`config.mk`:
```
export PLATFORM = sky130hd
export DESIGN_NAME = cbus_arbiter_flat
export DESIGN_NICKNAME = d
export VERILOG_FILES = /design/src/rtl/cbus_arbiter_if.sv /design/src/rtl/cbus_arbiter.sv /design/src/flat_wrapper.sv
export SDC_FILE = /design/constraint.sdc
export NUM_CORES = 1
export LEC_CHECK = 0
export ABC_AREA = 1
export CELL_PAD_IN_SITES_DETAIL_PLACEMENT = 1
export CELL_PAD_IN_SITES_GLOBAL_PLACEMENT = 1
export CORE_MARGIN = 2
export CORE_UTILIZATION = 10
export DETAILED_ROUTE_END_ITERATION = 10
export MAX_ROUTING_LAYER = met4
export PLACE_DENSITY_LB_ADDON = 0.1
export RECOVER_POWER = 25
export SETUP_SLACK_MARGIN = 0.02
export SLEW_MARGIN = 20
export SYNTH_ARGS = -nofsm -noshare
export SYNTH_HDL_FRONTEND = slang
export SYNTH_SLANG_ARGS = --single-unit
```
`constraint.sdc`:
```
create_clock -name clk -period 3 [get_ports clk]
set_input_delay 0.45 -clock clk [delete_from_list [all_inputs] [get_ports clk]]
set_output_delay 0.45 -clock clk [all_outputs]
set_load 0.05 [all_outputs]
```
`src/rtl/cbus_arbiter_if.sv`:
```
// Requester and cache-bus signal bundle for cbus_arbiter.
// The arbiter takes the master view because it drives the cache bus. The environment takes the slave view.
interface cbus_arbiter_if #(
  parameter int unsigned NUM_REQ    = 2,
  parameter int unsigned ADDR_WIDTH = 32,
  parameter int unsigned DATA_WIDTH = 32,
  parameter int unsigned LEN_WIDTH  = 4
);
  localparam int unsigned STRB_WIDTH = DATA_WIDTH / 8;

  logic [NUM_REQ-1:0]            req_valid;
  logic [NUM_REQ-1:0]            req_is_write;
  logic [NUM_REQ*ADDR_WIDTH-1:0] req_addr;
  logic [NUM_REQ*LEN_WIDTH-1:0]  req_len;
  logic [NUM_REQ*DATA_WIDTH-1:0] req_data;
  logic [NUM_REQ*STRB_WIDTH-1:0] req_strb;
  logic [NUM_REQ-1:0]            resp_ready;
  logic [NUM_REQ-1:0]            resp_last;
  logic [DATA_WIDTH-1:0]         resp_data;

  logic                          creq_valid;
  logic                          creq_is_write;
  logic [ADDR_WIDTH-1:0]         creq_addr;
  logic [LEN_WIDTH-1:0]          creq_len;
  logic [DATA_WIDTH-1:0]         creq_data;
  logic [STRB_WIDTH-1:0]         creq_strb;
  logic                          cresp_ready;
  logic                          cresp_last;
  logic [DATA_WIDTH-1:0]         cresp_data;

  modport master (
    input  req_valid, req_is_write, req_addr, req_len, req_data, req_strb,
    input  cresp_ready, cresp_last, cresp_data,
    output resp_ready, resp_last, resp_data,
    output creq_valid, creq_is_write, creq_addr, creq_len, creq_data, creq_strb
  );

  modport slave (
    output req_valid, req_is_write, req_addr, req_len, req_data, req_strb,
    output cresp_ready, cresp_last, cresp_data,
    input  resp_ready, resp_last, resp_data,
    input  creq_valid, creq_is_write, creq_addr, creq_len, creq_data, creq_strb
  );
endinterface

```
`src/rtl/cbus_arbiter.sv`:
```
// Whole-transaction arbiter that shares one cache-bus port between NUM_REQ requesters (0 = D-side, 1 = I-side).
// Define CBUS_ARB_ROUND_ROBIN_EN for round-robin arbitration. Without it, the lowest requester index wins.
module cbus_arbiter #(
  parameter int unsigned NUM_REQ    = 2,
  parameter int unsigned ADDR_WIDTH = 32,
  parameter int unsigned DATA_WIDTH = 32,
  parameter int unsigned LEN_WIDTH  = 4
) (
  input  logic               clk,
  input  logic               reset,
  cbus_arbiter_if.master     bus,
  output logic               busy,
  output logic [NUM_REQ-1:0] grant,
  output logic               len_err
);
  localparam int unsigned STRB_WIDTH = DATA_WIDTH / 8;
  localparam int unsigned CNT_WIDTH  = LEN_WIDTH + 1;
  localparam int unsigned IDX_WIDTH  = (NUM_REQ > 1) ? $clog2(NUM_REQ) : 1;

  typedef enum logic {IDLE = 1'b0, BUSY = 1'b1} state_t;

  state_t               state, state_next;
  logic [NUM_REQ-1:0]   grant_next;
  logic [CNT_WIDTH-1:0] beat_cnt, beat_cnt_next;
  logic                 len_err_next;
  logic [IDX_WIDTH-1:0] g_idx, win_idx;
  logic                 win_found;

  logic [ADDR_WIDTH-1:0] addr_arr [NUM_REQ];
  logic [LEN_WIDTH-1:0]  len_arr  [NUM_REQ];
  logic [DATA_WIDTH-1:0] data_arr [NUM_REQ];
  logic [STRB_WIDTH-1:0] strb_arr [NUM_REQ];

  // Split the packed per-requester fields into indexable arrays
  for (genvar i = 0; i < NUM_REQ; i++) begin : g_unpack
    assign addr_arr[i] = bus.req_addr[i*ADDR_WIDTH +: ADDR_WIDTH];
    assign len_arr[i]  = bus.req_len[i*LEN_WIDTH +: LEN_WIDTH];
    assign data_arr[i] = bus.req_data[i*DATA_WIDTH +: DATA_WIDTH];
    assign strb_arr[i] = bus.req_strb[i*STRB_WIDTH +: STRB_WIDTH];
  end

  // Index of the registered one-hot grant
  always_comb begin
    g_idx = '0;
    for (int i = 0; i < NUM_REQ; i++) begin
      if (grant[IDX_WIDTH'(i)]) g_idx = IDX_WIDTH'(i);
    end
  end

`ifdef CBUS_ARB_ROUND_ROBIN_EN
  logic [IDX_WIDTH-1:0] rr_ptr, rr_ptr_next, scan_idx;

  // The first valid requester after the last winner wins, with wrap-around
  always_comb begin
    win_idx   = '0;
    win_found = 1'b0;
    scan_idx  = '0;
    for (int k = 1; k <= NUM_REQ; k++) begin
      scan_idx = IDX_WIDTH'((int'(rr_ptr) + k) % NUM_REQ);
      if (!win_found && bus.req_valid[scan_idx]) begin
        win_idx   = scan_idx;
        win_found = 1'b1;
      end
    end
  end
`else
  // Fixed priority: the lowest index wins, so D-side beats I-side
  always_comb begin
    win_idx   = '0;
    win_found = 1'b0;
    for (int k = NUM_REQ - 1; k >= 0; k--) begin
      if (bus.req_valid[IDX_WIDTH'(k)]) begin
        win_idx   = IDX_WIDTH'(k);
        win_found = 1'b1;
      end
    end
  end
`endif

  // Next state, bus routing and response steering
  always_comb begin
    state_next     = state;
    grant_next     = grant;
    beat_cnt_next  = beat_cnt;
    len_err_next   = len_err;
`ifdef CBUS_ARB_ROUND_ROBIN_EN
    rr_ptr_next    = rr_ptr;
`endif
    bus.creq_valid    = 1'b0;
    bus.creq_is_write = 1'b0;
    bus.creq_addr     = '0;
    bus.creq_len      = '0;
    bus.creq_data     = '0;
    bus.creq_strb     = '0;
    bus.resp_ready    = '0;
    bus.resp_last     = '0;
    bus.resp_data     = '0;

    case (state)
      IDLE: begin
        if (win_found) begin
          state_next          = BUSY;
          grant_next          = '0;
          grant_next[win_idx] = 1'b1;
          beat_cnt_next       = '0;
`ifdef CBUS_ARB_ROUND_ROBIN_EN
          rr_ptr_next         = win_idx;
`endif
        end
      end
      BUSY: begin
        bus.creq_valid    = bus.req_valid[g_idx];
        bus.creq_is_write = bus.req_is_write[g_idx];
        bus.creq_addr     = addr_arr[g_idx];
        bus.creq_len      = len_arr[g_idx];
        bus.creq_data     = data_arr[g_idx];
        bus.creq_strb     = strb_arr[g_idx];
        bus.resp_data     = bus.cresp_data;
        if (bus.cresp_ready) begin
          bus.resp_ready = grant;
          if (beat_cnt != '1) beat_cnt_next = beat_cnt + CNT_WIDTH'(1);
          // beat_cnt holds the beats before this one, so a correct burst ends with beat_cnt == len
          if (bus.cresp_last) begin
            bus.resp_last = grant;
            if (beat_cnt != CNT_WIDTH'(len_arr[g_idx])) len_err_next = 1'b1;
            state_next = IDLE;
            grant_next = '0;
          end
        end
      end
      default: state_next = IDLE;
    endcase
  end

  always_ff @(posedge clk or posedge reset) begin
    if (reset) begin
      state    <= IDLE;
      grant    <= '0;
      beat_cnt <= '0;
      len_err  <= 1'b0;
    end else begin
      state    <= state_next;
      grant    <= grant_next;
      beat_cnt <= beat_cnt_next;
      len_err  <= len_err_next;
    end
  end

`ifdef CBUS_ARB_ROUND_ROBIN_EN
  // Starts at the last index so that requester 0 is scanned first after reset
  always_ff @(posedge clk or posedge reset) begin
    if (reset) rr_ptr <= IDX_WIDTH'(NUM_REQ - 1);
    else       rr_ptr <= rr_ptr_next;
  end
`endif

  assign busy = (state == BUSY);

endmodule
```
`src/flat_wrapper.sv`:
```
// flat-port wrapper written by rule: the top's interface ports become plain ports
module cbus_arbiter_flat 
#(
  parameter int unsigned NUM_REQ    = 2,
  parameter int unsigned ADDR_WIDTH = 32,
  parameter int unsigned DATA_WIDTH = 32,
  parameter int unsigned LEN_WIDTH  = 4
)
  (clk, reset, busy, grant, len_err, bus_req_valid, bus_req_is_write, bus_req_addr, bus_req_len, bus_req_data, bus_req_strb, bus_cresp_ready, bus_cresp_last, bus_cresp_data, bus_resp_ready, bus_resp_last, bus_resp_data, bus_creq_valid, bus_creq_is_write, bus_creq_addr, bus_creq_len, bus_creq_data, bus_creq_strb);
  cbus_arbiter_if #(.NUM_REQ(NUM_REQ), .ADDR_WIDTH(ADDR_WIDTH), .DATA_WIDTH(DATA_WIDTH), .LEN_WIDTH(LEN_WIDTH)) bus_i ();
  input  logic clk;
  input  logic reset;
  output logic busy;
  output logic [NUM_REQ-1:0] grant;
  output logic len_err;
  input wire logic [$bits(bus_i.req_valid)-1:0] bus_req_valid;
  input wire logic [$bits(bus_i.req_is_write)-1:0] bus_req_is_write;
  input wire logic [$bits(bus_i.req_addr)-1:0] bus_req_addr;
  input wire logic [$bits(bus_i.req_len)-1:0] bus_req_len;
  input wire logic [$bits(bus_i.req_data)-1:0] bus_req_data;
  input wire logic [$bits(bus_i.req_strb)-1:0] bus_req_strb;
  input wire logic [$bits(bus_i.cresp_ready)-1:0] bus_cresp_ready;
  input wire logic [$bits(bus_i.cresp_last)-1:0] bus_cresp_last;
  input wire logic [$bits(bus_i.cresp_data)-1:0] bus_cresp_data;
  output wire logic [$bits(bus_i.resp_ready)-1:0] bus_resp_ready;
  output wire logic [$bits(bus_i.resp_last)-1:0] bus_resp_last;
  output wire logic [$bits(bus_i.resp_data)-1:0] bus_resp_data;
  output wire logic [$bits(bus_i.creq_valid)-1:0] bus_creq_valid;
  output wire logic [$bits(bus_i.creq_is_write)-1:0] bus_creq_is_write;
  output wire logic [$bits(bus_i.creq_addr)-1:0] bus_creq_addr;
  output wire logic [$bits(bus_i.creq_len)-1:0] bus_creq_len;
  output wire logic [$bits(bus_i.creq_data)-1:0] bus_creq_data;
  output wire logic [$bits(bus_i.creq_strb)-1:0] bus_creq_strb;
  assign bus_i.req_valid = bus_req_valid;
  assign bus_i.req_is_write = bus_req_is_write;
  assign bus_i.req_addr = bus_req_addr;
  assign bus_i.req_len = bus_req_len;
  assign bus_i.req_data = bus_req_data;
  assign bus_i.req_strb = bus_req_strb;
  assign bus_i.cresp_ready = bus_cresp_ready;
  assign bus_i.cresp_last = bus_cresp_last;
  assign bus_i.cresp_data = bus_cresp_data;
  assign bus_resp_ready = bus_i.resp_ready;
  assign bus_resp_last = bus_i.resp_last;
  assign bus_resp_data = bus_i.resp_data;
  assign bus_creq_valid = bus_i.creq_valid;
  assign bus_creq_is_write = bus_i.creq_is_write;
  assign bus_creq_addr = bus_i.creq_addr;
  assign bus_creq_len = bus_i.creq_len;
  assign bus_creq_data = bus_i.creq_data;
  assign bus_creq_strb = bus_i.creq_strb;
  cbus_arbiter #(.NUM_REQ(NUM_REQ), .ADDR_WIDTH(ADDR_WIDTH), .DATA_WIDTH(DATA_WIDTH), .LEN_WIDTH(LEN_WIDTH)) u_core (.clk(clk), .reset(reset), .bus(bus_i), .busy(busy), .grant(grant), .len_err(len_err));
endmodule
```
==> results of run 1 <==
-- cell type report --
type                            instances  area (µm²)  area share (%)
Clock buffer                            3       75.07           3.987
Inverter                               41       153.9           8.173
Multi-Input combinational cell        138       558.0           29.63
Sequential cell                         8       200.2           10.63
Tap cell                              172       215.2           11.43
Timing Repair Buffer                   74       680.7           36.15
-- worst min path at each step --
stage	depth (start not counted)	from	slack [ns]	endpoint
finish	1	u_core.len_err	0.48	u_core.len_err
global route	1	u_core.len_err	0.51	u_core.len_err
global placement	1	u_core.len_err	0.47	u_core.len_err
floorplan	1	reset	0.27	u_core.beat_cnt[0]
CTS	1	u_core.len_err	0.48	u_core.len_err
detailed placement	1	u_core.len_err	0.47	u_core.len_err
-- logic make-up (layout without fill, tap and decap cells) --
kind of cell,count (synthesis),in the layout
buf+inv,122,118
simple gates,52,52
flops,8,8
compound gates,7,7
fa+ha+maj,2,2
other cells,1,77
-- stage by stage --
stage | util [%] | instance area [µm²]
CTS | 15.18 | 1901
detailed placement | 14.58 | 1826
finish | 15.04 | 1883
global route | 15.04 | 1883
global placement | 14.58 | 1826
floorplan | - | 1556
-- registers in the layout, indices dropped and copies added, names as in the netlist --
signal           count
u_core.beat_cnt      5
u_core.busy          1
u_core.grant         1
u_core.len_err       1
-- worst max-delay path, cell delays in order, from the launching register on --
cell	delay, ns
dfrtp_1	0.38
buf_4	0.29
nand2_1	0.08
inv_1	0.06
clkdlybuf4s50_1	0.82
-- metal layers --
layer | GRT usage (%) | vias to the layer above | wire, µm
met4 | 0.4706 | 0 | 21
met1 | 7.045 | 503 | 1762
met5 | - | - | 0
li1 | - | 536 | -
met2 | 10.87 | 87 | 2138
met3 | 2.647 | 2 | 496
-- placed cells by master, fill, tap and decap left out --
cell type        synthesis  layout
dlygate4sd3_1            0       2
clkbuf_16                0       3
buf_4                   78      24
inv_1                   41      41
o21bai_1                 1       1
nand2_1                 40      42
clkdlybuf4s50_1          0      48
o21ai_0                  4       4
nor2_2                   1       1
nand3_1                  3       4
dfrtp_1                  8       8
ha_1                     2       2
nor2_1                   5       5
a21oi_2                  1       1
a21oi_1                  1       1
conb_1                   1      77
-- power by group through the flow --
stage	sequential, W	combinational (W)	clock (W)
after global routing	0.000137	0.000553	0.000242
after global placement	0.000136	0.000528	0
after CTS	0.000135	0.000529	0.000236
after floorplan	0.000144	0.000465	0
final	0.000134	0.000520	0.000227
after detailed placement	0.000136	0.000527	0
==> flow_metrics.tcl, run 1 <==
set metrics [dict create \
    status "complete, no violations" \
    p_total_w 0.0008813 \
    path_clk_slew_ns 0.04 \
    cp.required_ns 2.55 \
    grt_pass1_wl_um 6120 \
    synth_common_cells "buf_4 (78), inv_1 (41), nand2_1 (40), dfrtp_1 (8), nor2_1 (5)" \
    synth-simple-area-share_pct 17.32 \
    synthesis.area_um2 1271 \
    finClkSkew_ns 0.0007710 \
    ff2ff_setup_slack_ns 1.46 \
    synth_top_area_cell "buf_4" \
    p_clk_share_pct 25.7 \
    start_util_pct 10.16 \
    synthToLayoutAreaGrowth_pct 48.13 \
    fillers 1585 \
    grt_overflow 0 \
    final_nets 452 \
    synth_top_family_by_area "buffers and inverters" \
    synth.area.mux_share_pct 0 \
    synth_top_area_share_pct 46.06 \
    clock-sinks 8 \
    vias 1128 \
    synth.area.top_cells "buf_4 (46%), dfrtp_1 (16%), inv_1 (12%)" \
    cts_max_level 1 \
    crit_path_start_kind "register" \
    synthArstFlopShare_pct 100.0 \
    track_usage_pct 6.274 \
    ff2ff_path_depth 10 \
    r2r_end "u_core.beat_cnt[3]" \
    io_buffers 72 \
    synth_xor_area_share_pct 0 \
    synth_compound_area_share_pct 3.248 \
    remaining_drc_errors 0 \
    die_h_um 116.8 \
    holdWs_ns 0.4767 \
    power.ir.vdd_worst_uv 167.4 \
    crit_end "bus_resp_data[19]" \
    p_sw_share_pct 53.79 \
    clk_root_buffer_cell "clkbuf_16" \
    fmax_mhz 428.9 \
    synth_seq_area_share_pct 15.75 \
    period_minus_slack_ns 2.331 \
    period_share_pct 77.71 \
    hold_path_class "register to register" \
    synthFlopType "dfrtp_1" \
    ys_seq_elements 8 \
    cts_resized 0 \
    syn_inst 192 \
    cts_setup_buffers 0 \
    synth_edf_count 0 \
    combPwrFrac_pct 59.0 \
    dp_hpwl_um 3866 \
    criticalPathCategory "register to output port" \
    worst_slack_ns 0.6687 \
    drtPass1Iterations 4 \
    design.die.area_um2 13630 \
    synth.avg_cell_area_um2 6.621 \
    fp-row-count 41 \
    instances_no_fill 436 \
    maxSlewViolCount 0 \
    hold_viol_final 0 \
    setup_viol 0 \
    r2r-start "u_core.beat_cnt[0]" \
    wl_per_cell_um 10.14 \
    ios 298 \
    insertion_delay_ns 0.23 \
    cts_tree "built" \
    place_ws_ns 0.7141 \
    slew_headroom_pct 64.13 \
    synthAdderAreaFrac_pct 1.969 \
    core-area_um2 12520 \
    cts_buffers 3 \
    grt_max_degree 26 \
    synth.most_common_cell "buf_4" \
    ant_nets 0 \
    rsz0062_at_grt "false" \
    final.setup.tns_ns 0 \
    drt-total-wl_um 4419 \
    grt_pass1_vias 1073 \
    antenna_found_initial 0 \
    ctsLongestPathBuffers 2 \
    cp_max_fo 25 \
    p_int_w 0.0004072 \
    power_density_nw_per_um2 468.0 \
    vias_per_cell 2.587 \
    p_seq_share_pct 15.2 \
    tightest_slew_ns 0.5364 \
    first_iter_violations 26 \
    antennaDiodeCount 0 \
    ctsHoldBuffers 0 \
    gp_congestion 0.6391 \
    p_sw_w 0.0004740 \
    die_w_um 116.8 \
    cap_viol_max_count 0 \
    end_kind "output port" \
    drive_gt1_share_pct 10.98 \
    yosys_warnings 0 \
    crit_start "u_core.busy" \
    arrival_ns 1.88 \
    cellLeakagePower_nw 1.115 \
    ys_types 16 \
    dpl.cell_count 433 \
]
Note: power is estimated with default switching activity, not from simulation.
==> inputs of run 2 (changes only) <==
clock period = 1.93 ns   (was 3 ns; I/O delays follow)
==> run 2 against run 1 <==
Compared with the run above:
- non-clock buffer count down 1
- sequential cell count is the same
- utilization grew 3.3 points
- combinational power is 84% higher
- highest routed layer unchanged
==> flow_metrics.tcl, run 2 (synthesized netlist as in run 1, its figures left out) <==
set metrics [dict create \
    core-area_um2 12520 \
    cpLargestDelayFamily "buffers and inverters" \
    period_minus_slack_ns 1.699 \
    rsz0062_at_grt "false" \
    cts_setup_buffers 0 \
    cp_slowest_cell "clkdlybuf4s50_1" \
    p_total_w 0.001510 \
    mostFrequentLayoutCell "conb_1" \
    layout_common_cells "conb_1 (77), inv_1 (41), nand2_1 (40)" \
    cts_resized 0 \
    final_nets 451 \
    final.setup.tns_ns 0 \
    dpl.cell_count 432 \
    top_register "u_core.beat_cnt" \
    largest_reg_flops 5 \
    maxSlewViolCount 0 \
    crit_path_start_kind "register" \
    slew_headroom_pct 60.93 \
    synthToLayoutAreaGrowth_pct 80.91 \
    cp.required_ns 1.64 \
    grt_overflow 0 \
    grt_max_degree 41 \
    cts_max_level 1 \
    ctsHoldBuffers 0 \
    critPathMaxStageDelay_ns 0.82 \
    clk_root_buffer_cell "clkbuf_16" \
    finClkSkew_ns 0.0006806 \
    ios 298 \
    cp_cell_sequence "clkdlybuf4s50_1" \
    clock-sinks 8 \
    multi_input_area_um2 580.6 \
    hold_viol_final 0 \
    power_density_nw_per_um2 656.5 \
    drive_gt1_share_pct 17.11 \
    fmax_mhz 588.6 \
    start_util_pct 10.16 \
    io_buffers 72 \
    arrival_ns 1.41 \
    hold_path_class "input port to asynchronous set/reset pin" \
    cts_buffers 3 \
    power.ir.vdd_worst_uv 302.4 \
    path_clk_slew_ns 0.04 \
    end_kind "output port" \
    grt_pass1_vias 1066 \
    ctsLongestPathBuffers 2 \
    instances_no_fill 435 \
    first_iter_violations 5 \
    antenna_found_initial 0 \
    cellLeakagePower_nw 1.271 \
    tightest_slew_ns 0.5886 \
    dp_hpwl_um 3897 \
    cap_viol_max_count 0 \
    fillers 1535 \
    cts_tree "built" \
    track_usage_pct 6.383 \
    cp_num_buf_inv 1 \
    die_h_um 116.8 \
    status "complete, no violations" \
    grt_pass1_wl_um 6099 \
    criticalPathCategory "register to output port" \
    fp-row-count 41 \
    vias_per_cell 2.563 \
    cp_max_fo 3 \
    die_w_um 116.8 \
    register_area_um2 200.2 \
    wl_per_cell_um 10.14 \
    antennaDiodeCount 0 \
    design.die.area_um2 13630 \
    vias 1115 \
    drt-total-wl_um 4409 \
    remaining_drc_errors 0 \
    ant_nets 0 \
    drtPass1Iterations 3 \
    insertion_delay_ns 0.23 \
    gp_congestion 0.6310 \
    setup_viol 0 \
    period_share_pct 88.02 \
]
## run 2: per-stage QoR
step	setup slack [ns]	area, µm²	utilization (%)	hold slack, ns
after detailed placement	0.3035	2241	17.90	0.4651
after global placement	0.2982	2241	17.90	0.4702
after floorplan	0.2152	1562	-	0.1052
after CTS	0.2178	2316	18.50	0.3545
after global routing	0.1624	2300	18.37	0.4945
final	0.2311	2300	18.37	0.4622
## run 2: layer usage
metal | track usage, % | up-vias | wire length [µm]
li1 | - | 532 | -
met1 | 6.538 | 499 | 1513
met2 | 11.48 | 82 | 2326
met3 | 2.854 | 2 | 550
met4 | 0.9412 | 0 | 19
met5 | - | - | 0
## run 2: cell type report
cell class / count / share of cell area (%)
multi-input combinational: 138 / 25.24
timing repair buffer: 73 / 46.74
inverter: 41 / 6.692
tap: 172 / 9.358
clock buffer: 3 / 3.264
sequential: 8 / 8.705
## run 2: final timing paths
check / endpoint / slack, ns / start / cells after the start
max: grant[0] / 0.23 / u_core.grant[0] / 1
min: u_core.grant[0] / 0.46 / reset / 2
max reg2reg: u_core.beat_cnt[3] / 0.46 / u_core.beat_cnt[1] / 10
min reg2reg: u_core.len_err / 0.47 / u_core.len_err / 1
max in group asynchronous: u_core.beat_cnt[2] / 1.21 / reset / 2
min in group clk: u_core.len_err / 0.47 / u_core.len_err / 1
## run 2: power breakdown
part           internal [W]  leakage [nW]  switching, W
combinational      0.000292          1.13      0.000665
sequential         0.000191         0.102     0.0000172
clock              0.000267        0.0370     0.0000779
total              0.000750          1.27      0.000760
==> inputs of run 3 (changes only) <==
TNS_END_PERCENT = 5   (was unset)
==> run 3 against run 2 <==
Compared with the run above:
- first-iteration DRC count grew to 3.0 times the previous value
- combinational power hardly changed
- final area stayed put
- count of clock-buffer cells in the layout stayed put
- setup slack worse by 0.0092 ns
- clock skew is 0.0023 ns higher
- critical path depth stayed put
- critical path type unchanged
- critical endpoint unchanged
==> flow_metrics.tcl, run 3 (synthesized netlist as in run 1, its figures left out) <==
set metrics [dict create \
    grt_max_degree 23 \
    period_share_pct 88.50 \
    layout_common_cells "conb_1 (77), inv_1 (41), nand2_1 (40)" \
    core-area_um2 12520 \
    met3_length_um 556 \
    clock-sinks 8 \
    r2r-start "u_core.beat_cnt[1]" \
    worst_slack_ns 0.2219 \
    cap_viol_max_count 0 \
    first_iter_violations 15 \
    cts_setup_buffers 0 \
    wl_per_cell_um 9.644 \
    maxSlewViolCount 0 \
    ctsHoldBuffers 0 \
    ios 298 \
    ant_nets 0 \
    io_buffers 72 \
    power.ir.vdd_worst_uv 244.7 \
    crit_start "u_core.grant[0]" \
    gp_congestion 0.6238 \
    cp_cell_sequence "clkdlybuf4s50_1" \
    remaining_drc_errors 0 \
    dpl_cell_area_um2 2231 \
    status "complete, no violations" \
    clk_root_buffer_cell "clkbuf_16" \
    synthToLayoutAreaGrowth_pct 80.91 \
    vias 1112 \
    hold_viol_final 0 \
    cellLeakagePower_nw 1.275 \
    cts_max_level 1 \
    final.setup.tns_ns 0 \
    power_density_nw_per_um2 658.5 \
    finClkSkew_ns 0.003006 \
    grt_overflow 0 \
    end_kind "output port" \
    cts_resized 0 \
    finalInstanceArea_um2 2300 \
    criticalPathCategory "register to output port" \
    ctsLongestPathBuffers 2 \
    fp-row-count 41 \
    design.die.area_um2 13630 \
    largest_reg_flops 5 \
    top_register "u_core.beat_cnt" \
    die_h_um 116.8 \
    track_usage_pct 6.227 \
    r2r_end "u_core.beat_cnt[3]" \
    mostFrequentLayoutCell "conb_1" \
    vias_per_cell 2.550 \
    grt_pass1_wl_um 5913 \
    fmax_mhz 585.5 \
    die_w_um 116.8 \
    tightest_slew_ns 0.6149 \
    crit_path_start_kind "register" \
    m1WireLength_um 1203 \
    insertion_delay_ns 0.23 \
    cp_num_buf_inv 1 \
    ff2ff_setup_slack_ns 0.43 \
    path_clk_slew_ns 0.04 \
    cts_buffers 3 \
    dp_hpwl_um 3835 \
    p_total_w 0.001514 \
    drive_gt1_share_pct 17.42 \
    drtPass1Iterations 4 \
    slew_headroom_pct 59.18 \
    cp.required_ns 1.64 \
    final_nets 452 \
    rsz0062_at_grt "false" \
    cp_max_fo 3 \
    place_ws_ns 0.2959 \
    setup_viol 0 \
    cpLargestDelayFamily "buffers and inverters" \
    ff2ff_path_depth 10 \
    period_minus_slack_ns 1.708 \
    highest_layer "met4" \
    wl_met2_um 2435 \
    path_depth 1 \
    hold_path_class "input port to asynchronous set/reset pin" \
    cp_slowest_cell "clkdlybuf4s50_1" \
    antenna_found_initial 0 \
    arrival_ns 1.42 \
    start_util_pct 10.16 \
    drt-total-wl_um 4205 \
    cts_tree "built" \
    grt_pass1_vias 1059 \
    antennaDiodeCount 0 \
    critPathMaxStageDelay_ns 0.82 \
]
## run 3: cell types whose count changed in the layout (fill, tap and decap cells not counted)
cell	change
buf_4	+1
clkbuf_2	+1
clkdlybuf4s50_1	-1
nor2_1	+1
nor2_2	-1
## run 3: cell type report
type,instances,area [µm²]
clock buffer,3,75.07
fill,1534,10220
inverter,41,153.9
multi-input combinational,138,578.1
sequential,8,200.2
tap,172,215.2
timing repair buffer,74,1077
## run 3: layer usage
layer / vias up / track usage [%]
li1: 535 / -
met1: 493 / 5.262
met2: 82 / 12.22
met3: 2 / 3.425
met4: 0 / 0.7059
met5: - / -
## run 3: worst register-to-register path: stages, from the launching register on
cell and delay (ns):
dfrtp_1 0.39, ha_1 0.22, nand2_1 0.09, nor2_1 0.05, ha_1 0.17, inv_1 0.09
nand2_2 0.10, nand2_2 0.12, nand3_1 0.07, nand2_1 0.06, nor2_1 0.04
## run 3: worst max-delay path by stage
| stage | to | slack [ns] |
|---|---|---|
| final | grant[0] | 0.22 |
| after global placement | bus_resp_last[0] | 0.31 |
| after global routing | bus_resp_last[0] | 0.16 |
| after CTS | grant[0] | 0.20 |
| after detailed placement | bus_resp_ready[0] | 0.30 |
| after floorplan | bus_resp_ready[0] | 0.02 |
## run 3: power by group
part / switching (W) / internal [W] / total [W] / leakage (nW)
logic: 0.000668 / 0.000292 / 0.000960 / 1.14
registers: 0.0000170 / 0.000191 / 0.000208 / 0.102
clock network: 0.0000797 / 0.000267 / 0.000347 / 0.0370
total: 0.000764 / 0.000750 / 0.00151 / 1.27
## run 3: through the flow
step	instances	util (%)	hold WS, ns
finish	436	18.37	0.4626
detailed placement	433	17.82	0.4738
global route	436	18.37	0.4904
floorplan	268	-	0.1052
global placement	433	17.82	0.4757
CTS	436	18.42	0.3419
